--- src/rtl/store_bank_pkg.sv ---
// store_bank_pkg: shared state type and default sizing for the calculator memory bank
package store_bank_pkg;
  typedef enum logic {IDLE, CLEAR} state_t;
  localparam int DEFAULT_WIDTH = 8;
  localparam int DEFAULT_DEPTH = 4;
endpackage

--- src/rtl/store_bank.sv ---
// store_bank: DEPTH-slot memory with overwrite/accumulate store, registered recall and clear sweep
module store_bank
  import store_bank_pkg::*;
#(
  parameter int WIDTH = DEFAULT_WIDTH,
  parameter int DEPTH = DEFAULT_DEPTH,
  localparam int AW = $clog2(DEPTH)
) (
  input  logic             clk,
  input  logic             rst_n,
  input  logic [WIDTH-1:0] A,
  input  logic [AW-1:0]    addr,
  input  logic             store,
  input  logic             add_mode,
  input  logic             recall,
  input  logic             clear,
  output logic [WIDTH-1:0] Y,
  output logic             y_valid,
  output logic             slot_valid,
  output logic             ovf,
  output logic             busy
);
  localparam logic [AW-1:0] LAST = AW'(DEPTH - 1);
  logic [WIDTH-1:0] mem [DEPTH];
  logic [DEPTH-1:0] valid;
  state_t           state;
  logic [AW-1:0]    idx;
  logic             hit, wr;
  logic [WIDTH-1:0] cur, wdata;
  logic [WIDTH:0]   sum;
  assign hit   = int'(addr) < DEPTH;
  assign wr    = store && hit;
  assign cur   = hit ? mem[addr] : '0;
  assign sum   = {1'b0, cur} + {1'b0, A};
  assign wdata = add_mode ? sum[WIDTH-1:0] : A;
  assign busy  = state == CLEAR;
  // recall is write-first: a same-cycle store to the same slot is forwarded to Y
  always_ff @(posedge clk or negedge rst_n)
    if (!rst_n) begin
      for (int i = 0; i < DEPTH; i++) mem[i] <= '0;
      valid      <= '0;
      Y          <= '0;
      y_valid    <= 1'b0;
      slot_valid <= 1'b0;
      ovf        <= 1'b0;
      state      <= IDLE;
      idx        <= '0;
    end else if (busy) begin
      mem[idx]   <= '0;
      valid[idx] <= 1'b0;
      idx        <= idx == LAST ? '0 : idx + 1'b1;
      state      <= idx == LAST ? IDLE : CLEAR;
      y_valid    <= 1'b0;
    end else if (clear) begin
      state      <= CLEAR;
      idx        <= '0;
      y_valid    <= 1'b0;
    end else begin
      if (wr) begin
        mem[addr]   <= wdata;
        valid[addr] <= 1'b1;
        ovf         <= add_mode & sum[WIDTH];
      end
      if (recall) begin
        Y          <= wr ? wdata : cur;
        slot_valid <= hit && (store || valid[addr]);
      end
      y_valid <= recall;
    end
endmodule
--- config.mk ---
export PLATFORM = sky130hd
export DESIGN_NAME = store_bank
export DESIGN_NICKNAME = d
export VERILOG_FILES = /design/src/rtl/store_bank_pkg.sv /design/src/rtl/store_bank.sv
export SDC_FILE = /design/constraint.sdc
export NUM_CORES = 1
export LEC_CHECK = 0
export ABC_AREA = 1
export CAP_MARGIN = 20
export CORE_MARGIN = 2
export CORE_UTILIZATION = 40
export DETAILED_ROUTE_END_ITERATION = 8
export MAX_ROUTING_LAYER = met4
export PLACE_DENSITY = 0.65
export SYNTH_ARGS = -nofsm -noshare
export SYNTH_HDL_FRONTEND = slang
export SYNTH_SLANG_ARGS = --single-unit
--- constraint.sdc ---
create_clock -name clk -period 5.4 [get_ports clk]
set_input_delay 0.81 -clock clk [delete_from_list [all_inputs] [get_ports clk]]
set_output_delay 0.81 -clock clk [all_outputs]
set_load 0.02 [all_outputs]
==> impl_metrics.env <==
export IMPL_drt_iter0_markers=204
export IMPL_gp_congestion=0.8214
export IMPL_seq_area_frac_synth_pct=44.15
export IMPL_die_area_um2=7774
export IMPL_syn_to_final_growth_pct=17.04
export IMPL_drive_gt1_share_pct=13.83
export IMPL_port_buffers=27
export IMPL_path_clk_slew_ps=100
export IMPL_grt_max_degree=51
export IMPL_cp_data_required_time_ps=5610
export IMPL_nets=404
export IMPL_ir_drop_v=0.0001826
export IMPL_total_leakage_power_uw=0.001748
export IMPL_syn_num_nets=371
export IMPL_fin_worst_skew_ps=12.64
export IMPL_via_per_inst=4.970
export IMPL_numCtsBuffers=5
export IMPL_critical_path_top_delay_family="simple AND/OR/NAND/NOR gates"
export IMPL_arrival_ps=3410
export IMPL_vias=2346
export IMPL_grt_pass1_vias=2191
export IMPL_worst_slew_pin_slew_ps=707.6
export IMPL_drc_errors=0
export IMPL_ys_seq_elements=50
export IMPL_synth_top_area_share_pct=44.15
export IMPL_dp_hpwl_um=4920
export IMPL_cts_sink_count=50
export IMPL_synth_flop_cell="dfrtp_1"
export IMPL_clock_fmax_mhz=313.0
export IMPL_crit_chain="clkdlybuf4s50_1, nor2_4, a22oi_1, o221ai_1, ha_1, inv_1, fa_1, inv_1, nand2_1, nand2_1, and2_4, or2_0, nand3_2, nand3_1, nand2_1"
export IMPL_grt_antenna_before_repair=0
export IMPL_dieHeight_um=88.17
export IMPL_setup_slack_ps=2205
export IMPL_power_density_nw_per_um2=384.4
export IMPL_worst_path_buf_inv=3
export IMPL_synthesis_area_um2=2834
export IMPL_clock_latency_ps=320
export IMPL_netlist_instances=342
export IMPL_crit_top_cell="nand2_1"
export IMPL_dp_slack_ps=1867
export IMPL_ctsRootBufferMaster="clkbuf_8"
export IMPL_status="completed"
export IMPL_initial_core_util_pct=41.48
export IMPL_worst_setup_path_start_kind="input port"
export IMPL_yosysMostFrequentCell="nand2_1"
export IMPL_grt_pass1_wl_um=11200
export IMPL_antenna_cells=0
export IMPL_grt_overflow=0
export IMPL_ios=28
export IMPL_cts_resized=0
export IMPL_slew_limit_headroom_pct=52.33
export IMPL_ys_async_sr_fraction_pct=100.0
export IMPL_htree_levels=2
export IMPL_cts_setup_buffers=0
export IMPL_fp_dieW_um=88.17
export IMPL_slowest_delay_ps=550
export IMPL_grt_total_usage_pct=19.70
export IMPL_worst_path_max_fanout=10
export IMPL_synth_area_leaders="dfrtp_1, nand2_1, nand3_1, ha_1, inv_1"
export IMPL_postRouteAntennaNets=0
export IMPL_first_pass_iters=4
export IMPL_whs_ps=483.2
export IMPL_cts_tree="yes"
export IMPL_period_needed_ps=3195
export IMPL_wirelength_um=6899
export IMPL_min_period_over_period_pct=59.16
export IMPL_final_hold_viol_count=0
export IMPL_clock_path_buffers=2
export IMPL_ctsHoldBuffers=0
export IMPL_num_rows=30
export IMPL_max_cap_violations=0
export IMPL_critPathSlowestCell="clkdlybuf4s50_1"
export IMPL_post_drt_wl_per_cell_um=14.62
export IMPL_end_kind="flip-flop"
export IMPL_netlist_top_cells_count="nand2_1, dfrtp_1, nand3_1, inv_1, ha_1"
export IMPL_core_um2=6832
export IMPL_hold_path_class="flip-flop to flip-flop"
export IMPL_path_class="input port to flip-flop"
export IMPL_fin_area_um2=3317
export IMPL_slew_viol_final=0
export IMPL_post_synth_cell_area_avg_um2=8.286
export IMPL_synth_edf_count=0
export IMPL_place_area_um2=3218
export IMPL_tns_ps=0
export IMPL_grt_setup_unrepaired="no"
export IMPL_yosysTopAreaCell="dfrtp_1"
export IMPL_yosysUniqueCellTypes=39
export IMPL_finalPower_uw=1275
export IMPL_ys_warnings_count=0
export IMPL_setup_viol=0
-- metrics by stage --
| stage | utilization (%) | std cells |
|---|---|---|
| 2_1_floorplan | - | 342 |
| 3_3_place_gp | 47.11 | 464 |
| 3_5_place_dp | 47.11 | 464 |
| 4_1_cts | 48.55 | 472 |
| 5_1_grt | 48.55 | 472 |
| 6_report | 48.55 | 472 |
-- cell type report --
class	instances	area, um^2
clock buffers	6	82.58
clock inverters	2	16.27
fillers	697	3515
inverters	39	153.9
multi-input cells	251	1420
flip-flops and latches	50	1251
well taps	96	120.1
repair buffers	28	272.8
-- state kept, by name, indices dropped and copies added, names as in the netlist --
register    flops
slot_valid      1
valid           4
busy            1
Y               8
y_valid         1
idx             2
ovf             1
mem            32
-- worst paths after layout --
check	from	end	slack [ps]	cells past startpoint
worst max register to register	mem[8]$_DFFE_PN0P_	mem[12]$_DFFE_PN0P_	3270	13
max in group asynchronous	rst_n	mem[15]$_DFFE_PN0P_	4360	2
min in group asynchronous	rst_n	y_valid$_DFF_PN0_	590	2
worst min register to register	mem[15]$_DFFE_PN0P_	mem[15]$_DFFE_PN0P_	480	2
worst max-delay path	addr[1]	mem[12]$_DFFE_PN0P_	2210	15
worst min-delay path	mem[15]$_DFFE_PN0P_	mem[15]$_DFFE_PN0P_	480	2
-- cell usage in the layout, fill, tap and decap left out, drive strengths merged, types with 2 or more instances in the layout --
| cell type | synthesis | layout |
|---|---|---|
| a21boi | 4 | 4 |
| a21oi | 7 | 7 |
| a22oi | 5 | 5 |
| buf | 1 | 2 |
| clkbuf | 1 | 6 |
| clkdlybuf4s50 | 0 | 26 |
| clkinv | 2 | 2 |
| dfrtp | 50 | 50 |
| ha | 12 | 12 |
| inv | 37 | 38 |
| nand2 | 127 | 127 |
| nand3 | 42 | 42 |
| nand3b | 2 | 2 |
| nor2 | 11 | 11 |
| o2111ai | 2 | 2 |
| o21ai | 17 | 17 |
| o22ai | 6 | 6 |
| or2 | 8 | 8 |
-- power breakdown --
group / total [uW] / switching (uW) / internal (uW)
Sequential: 527 / 56.6 / 470
Combinational: 506 / 307 / 198
Clock: 243 / 137 / 106
Total: 1280 / 501 / 774
-- worst reg2reg max path: cells and delay by family (launching register included) --
kind,cells,cell delay (ps)
compound gates,1,240
buf+inv,3,170
fa+ha+maj,2,600
simple gates,7,680
flops,1,330
-- cells by family (layout without fill, tap and decap cells) --
kind of cell    Yosys count  after routing  share of synthesized area, %
mux                       1              1                        0.3532
compound gates           44             44                         10.82
xor+xnor                  1              1                        0.3091
fa+ha+maj                13             13                         6.004
simple gates            192            192                         32.63
buf+inv                  41             75                         5.739
flops                    50             50                         44.15
-- per-layer routing --
| metal | up-vias | part of all wire, % | GRT usage [%] |
|---|---|---|---|
| met2 | 57 | 46 | 28.78 |
| met4 | 0 | 2.1 | 5.647 |
| met5 | - | 0 | - |
| li1 | 1175 | - | - |
| met1 | 1102 | 47 | 27.51 |
| met3 | 12 | 5.0 | 4.336 |
Note: power is estimated with default switching activity, not from simulation.
==> variant 1 (same flow settings) <==
Change the package constant `DEFAULT_WIDTH` from 8 to 6.
--- a/src/rtl/store_bank_pkg.sv
+++ b/src/rtl/store_bank_pkg.sv
@@ -3,3 +3,3 @@
   typedef enum logic {IDLE, CLEAR} state_t;
-  localparam int DEFAULT_WIDTH = 8;
+  localparam int DEFAULT_WIDTH = 6;
   localparam int DEFAULT_DEPTH = 4;
Ports: changed (resized A and Y); port bits go from 28 to 24. No check against the original RTL was run, so the function may have changed too.
==> variant 1 against the original RTL <==
  * Global-route usage decreased by 0.90 points
  * Power decreased by 14%
  * Routed wire length decreased by 24%
  * Area after synthesis decreased by 20%
  * Non-clock buffer count decreased by 5
  * Cell area decreased by 20%
  * Clock power decreased by 14%
  * Sequential cell count decreased by 10
  * Worst setup slack got worse by 81 ps
  * Largest power group is now combinational cells
==> variant 1: results (changes against the original RTL) <==
route:
  wl_per_cell_um: 14.64  # +0.13%
  vias_per_cell: 5.056  # +1.7%
  dr.first_iter.drc_count: 112  # -45%
grt:
  grtUsageMet1_pct: 24.62  # -2.9 points
  met3_usage_pct: 3.864  # -0.47 points
  grt_max_degree: 41  # -20%
  grt_pass1_vias: 1831  # -16%
  grt_usage_pct: 18.80  # -0.90 points
  use_met2_pct: 30.08  # +1.3 points
  grt_pass1_wl_um: 8811  # -21%
critical_path:
  cp.arrival_ps: 3450  # +40 ps
clock_tree:
  clkTransAtPathRegs_ps: 80  # -20 ps
  clk_latency_ps: 290  # -30 ps
placed_design:
  dpl.hpwl_um: 4058  # -18%
  io_buffers: 23  # -15%
  gp_congestion: 0.9513  # +16%
synth:
  synthXorXnorAreaFrac_pct: 0.3870  # +0.078 points
  synth_compound_area_share_pct: 12.49  # +1.7 points
  yosysSeqAreaShare_pct: 44.22  # +0.073 points
  ys_types: 34  # -13%
  syn_nets: 284  # -23%
  synthMuxAreaShare_pct: 0.8845  # +0.53 points
  synth_area_leaders: "dfrtp_1, nand2_1, ha_1"
run_status:
  status: "completed"
finish:
  fillers: 542  # -22%
  nets: 312  # -23%
pwr:
  power_leakage_nw: 1.347  # -23%
sta:
  fin_worst_skew_ps: 10.58  # -2.067 ps
## variant 1: cell types whose count changed after synthesis, sizes merged, moves of 3 or more
cell    before  now
nand2      127   75
nand3       42   21
dfrtp       50   40
nor2        11   17
o21ai       17   12
a21boi       4    0
inv         37   41
or2          8    5
## variant 1: critical path: stages
cell             delay (ps)
clkdlybuf4s50_1         630
inv_2                    80
nand2_4                 110
nor2_1                   60
a21oi_1                 120
o221ai_1                160
ha_1                    250
fa_1                    410
nand3_1                 100
nand2_1                  90
or2_2                   280
nand2_1                  60
nand2_1                 110
nand3_1                 100
o21ai_0                  80
## variant 1: layout make-up
type | instances | area share [%]
tap | 72 | 3.393
multi-input combinational | 176 | 40.95
clock buffer | 6 | 3.110
clock inverter | 2 | 0.3770
inverter | 41 | 5.985
timing repair buffer | 23 | 8.483
sequential | 40 | 37.70
## variant 1: kinds of logic (layout without fill, tap and decap cells)
group	count (synthesis)	after routing
mux	2	2
simple gates	119	119
fa+ha+maj	11	11
buf+inv	43	72
flops	40	40
compound gates	43	43
xor+xnor	1	1
## variant 1: path summary, 6_finish.rpt
path	startpoint	endpoint	slack (ps)	cells after the start
worst max-delay path	addr[1]	mem[4]	2120	15
worst min-delay path	mem[9]	mem[9]	490	2
worst max register to register	mem[12]	mem[4]	3020	13
worst min register to register	mem[9]	mem[9]	490	2
max in group asynchronous	rst_n	mem[9]	4200	1
min in group asynchronous	rst_n	busy	640	1
## variant 1: per-layer routing
metal	wire [um]	vias up
met1	2476	868
met3	161	6
met4	58	0
met2	2572	34
li1	-	912
met5	0	-
## variant 1: report_power, final
group | switching (W) | internal [W] | leakage, nW
clock | 0.000106 | 0.000102 | 0.0510
combinational | 0.000267 | 0.000178 | 0.760
sequential | 0.0000566 | 0.000382 | 0.536
## variant 1: metrics by stage
stage	total power, W	instance area (um^2)	hold WS [ps]	instances
5_1_grt	0.001176	2655	519.9	360
4_1_cts	0.001102	2655	486.8	360
2_1_floorplan	0.0007434	2263	448.6	259
6_report	0.001091	2655	487.3	360
3_5_place_dp	0.0008918	2562	466.2	352
3_3_place_gp	0.0008865	2562	465.5	352
==> variant 2 (config.mk and constraints unchanged) <==
Made on the original files. Register the output `ovf` once more, cleared by the reset; this adds one clock of latency there. The other outputs are not delayed to match.
--- a/src/rtl/store_bank.sv
+++ b/src/rtl/store_bank.sv
@@ -23,2 +23,4 @@
   localparam logic [AW-1:0] LAST = AW'(DEPTH - 1);
+
+  logic ovf_s0;
   logic [WIDTH-1:0] mem [DEPTH];
@@ -44,3 +46,3 @@
       slot_valid <= 1'b0;
-      ovf        <= 1'b0;
+      ovf_s0     <= 1'b0;
       state      <= IDLE;
@@ -61,3 +63,3 @@
         valid[addr] <= 1'b1;
-        ovf         <= add_mode & sum[WIDTH];
+        ovf_s0      <= add_mode & sum[WIDTH];
       end
@@ -69,2 +71,10 @@
     end
+  always_ff @(posedge clk or negedge rst_n) begin
+      if (!rst_n) begin
+          ovf <= '0;
+      end else begin
+          ovf <= ovf_s0;
+      end
+  end
+
 endmodule
Check against the original RTL: not equivalent (Yosys sat finds a counterexample within 4 cycles, from zero or initial values and one cycle with rst_n low).
==> variant 2 against the original RTL <==
  * Hold slack worse by 110 ps
  * Largest power group unchanged
  * Sequential cell count is 1 higher
  * Critical endpoint is now mem[4]
  * Area after synthesis increased by 1.0%
  * Power up 2.3%
  * Worst setup slack worse by 51 ps
  * Clock skew increased by 0.66 ps
  * Cell area increased by 0.87%
  * Routed wire length increased by 0.91%
==> variant 2: results (changes against the original RTL) <==
grt:
  grt_pass1_wl_um: 11440  # +2.2%
  grt_max_degree: 52  # +2.0%
  grt_pass1_vias: 2374  # +8.4%
  grt_usage_pct: 19.58  # -0.12 points
route:
  wl_per_cell_um: 14.69  # +0.49%
  vias: 2469  # +5.2%
  dr.first_iter.drc_count: 144  # -29%
critical_path:
  cp.arrival_ps: 3440  # +30 ps
  max_stage_delay_ps: 570  # +20 ps
finish:
  nets: 406  # +0.50%
  finalNonFillerCells: 474  # +0.42%
  fillers: 670  # -3.9%
  drive_gt1_share_pct: 13.76  # -0.073 points
synth:
  synthMuxAreaShare_pct: 0.3497  # -0.0036 points
  synthAdderAreaFrac_pct: 5.944  # -0.060 points
  synth_compound_area_share_pct: 10.71  # -0.11 points
  synth_area_leaders: "dfrtp_1, nand2_1, nand3_1"
  synthTopCellsByCount: "nand2_1, dfrtp_1, nand3_1, inv_1, ha_1"
  syn_nets: 373  # +0.54%
  yosysSeqAreaShare_pct: 44.58  # +0.43 points
  synthXorXnorAreaFrac_pct: 0.3059  # -0.0031 points
  postSynthCellCount: 344  # +0.58%
placed_design:
  gp_congestion: 0.8306  # +1.1%
  dpl.hpwl_um: 5041  # +2.5%
run_status:
  status: "completed"
min_path:
  hold_start: "ovf_s0"
clock_tree:
  cts_resized: 0  # unchanged
  clk_latency_ps: 300  # -20 ps
pwr:
  ir_drop_v: 0.0001505  # -18%
  power_leakage_nw: 1.763  # +0.88%
sta:
  relSlewSlack_pct: 51.84  # -0.49 points
==> variant 2: cell types whose count changed after synthesis, sizes merged <==
cell   change
dfrtp      +1
nor2       +1
==> variant 2: report_power, final <==
| part | internal (W) | switching [W] | leakage [nW] | total [W] |
|---|---|---|---|---|
| registers | 0.000480 | 0.0000601 | 0.688 | 0.000540 |
| logic | 0.000205 | 0.000325 | 1.03 | 0.000529 |
| clock network | 0.000105 | 0.000131 | 0.0474 | 0.000236 |
==> variant 2: cell type report <==
cell class                      instances  area [um^2]  share of cell area [%]
Multi-Input combinational cell        252         1424                   42.56
Sequential cell                        51         1276                   38.14
Timing Repair Buffer                   28        272.8                   8.153
Inverter                               39        153.9                   4.600
Tap cell                               96        120.1                   3.590
Clock buffer                            6        82.58                   2.468
Clock inverter                          2        16.27                  0.4862
==> variant 2: worst max path at each step <==
stage                       start  endpoint  slack [ps]  depth (start not counted)
after global placement    addr[0]      Y[4]        1890                         16
after floorplan           addr[0]      Y[4]        2770                         14
final                     addr[0]    mem[4]        2150                         16
after detailed placement  addr[1]      Y[4]        1840                         15
after CTS                 addr[1]      Y[4]        2150                         15
after global routing      addr[1]   mem[22]        1890                         15
==> variant 2: cell families after synthesis <==
logic type | after synthesis
XOR/XNOR | 1
buffers and inverters | 41
multiplexers | 1
AO/OA/AOI/OAI | 44
AND/OR/NAND/NOR | 193
adder cells (fa/ha/maj) | 13
flip-flops | 51
==> variant 2: layer usage <==
layer	routed length [um]	global-route usage, %
met4	227	7.300
met1	3295	26.83
met2	3194	29.53
met3	245	2.799
met5	0	-
==> variant 2: stage by stage <==
stage	setup WS [ps]	hold WS [ps]	instance area, um^2
after floorplan	2770	347.8	2863
after global placement	1892	360.4	3247
after detailed placement	1843	367.7	3247
after CTS	2153	386.1	3346
after global routing	1886	389.6	3346
final	2155	378.1	3346
==> variant 2: critical path, delay by kind of cell <==
family,cells,cell delay [ps]
compound gates,2,240
simple gates,8,980
fa+ha+maj,2,620
buf+inv,4,780
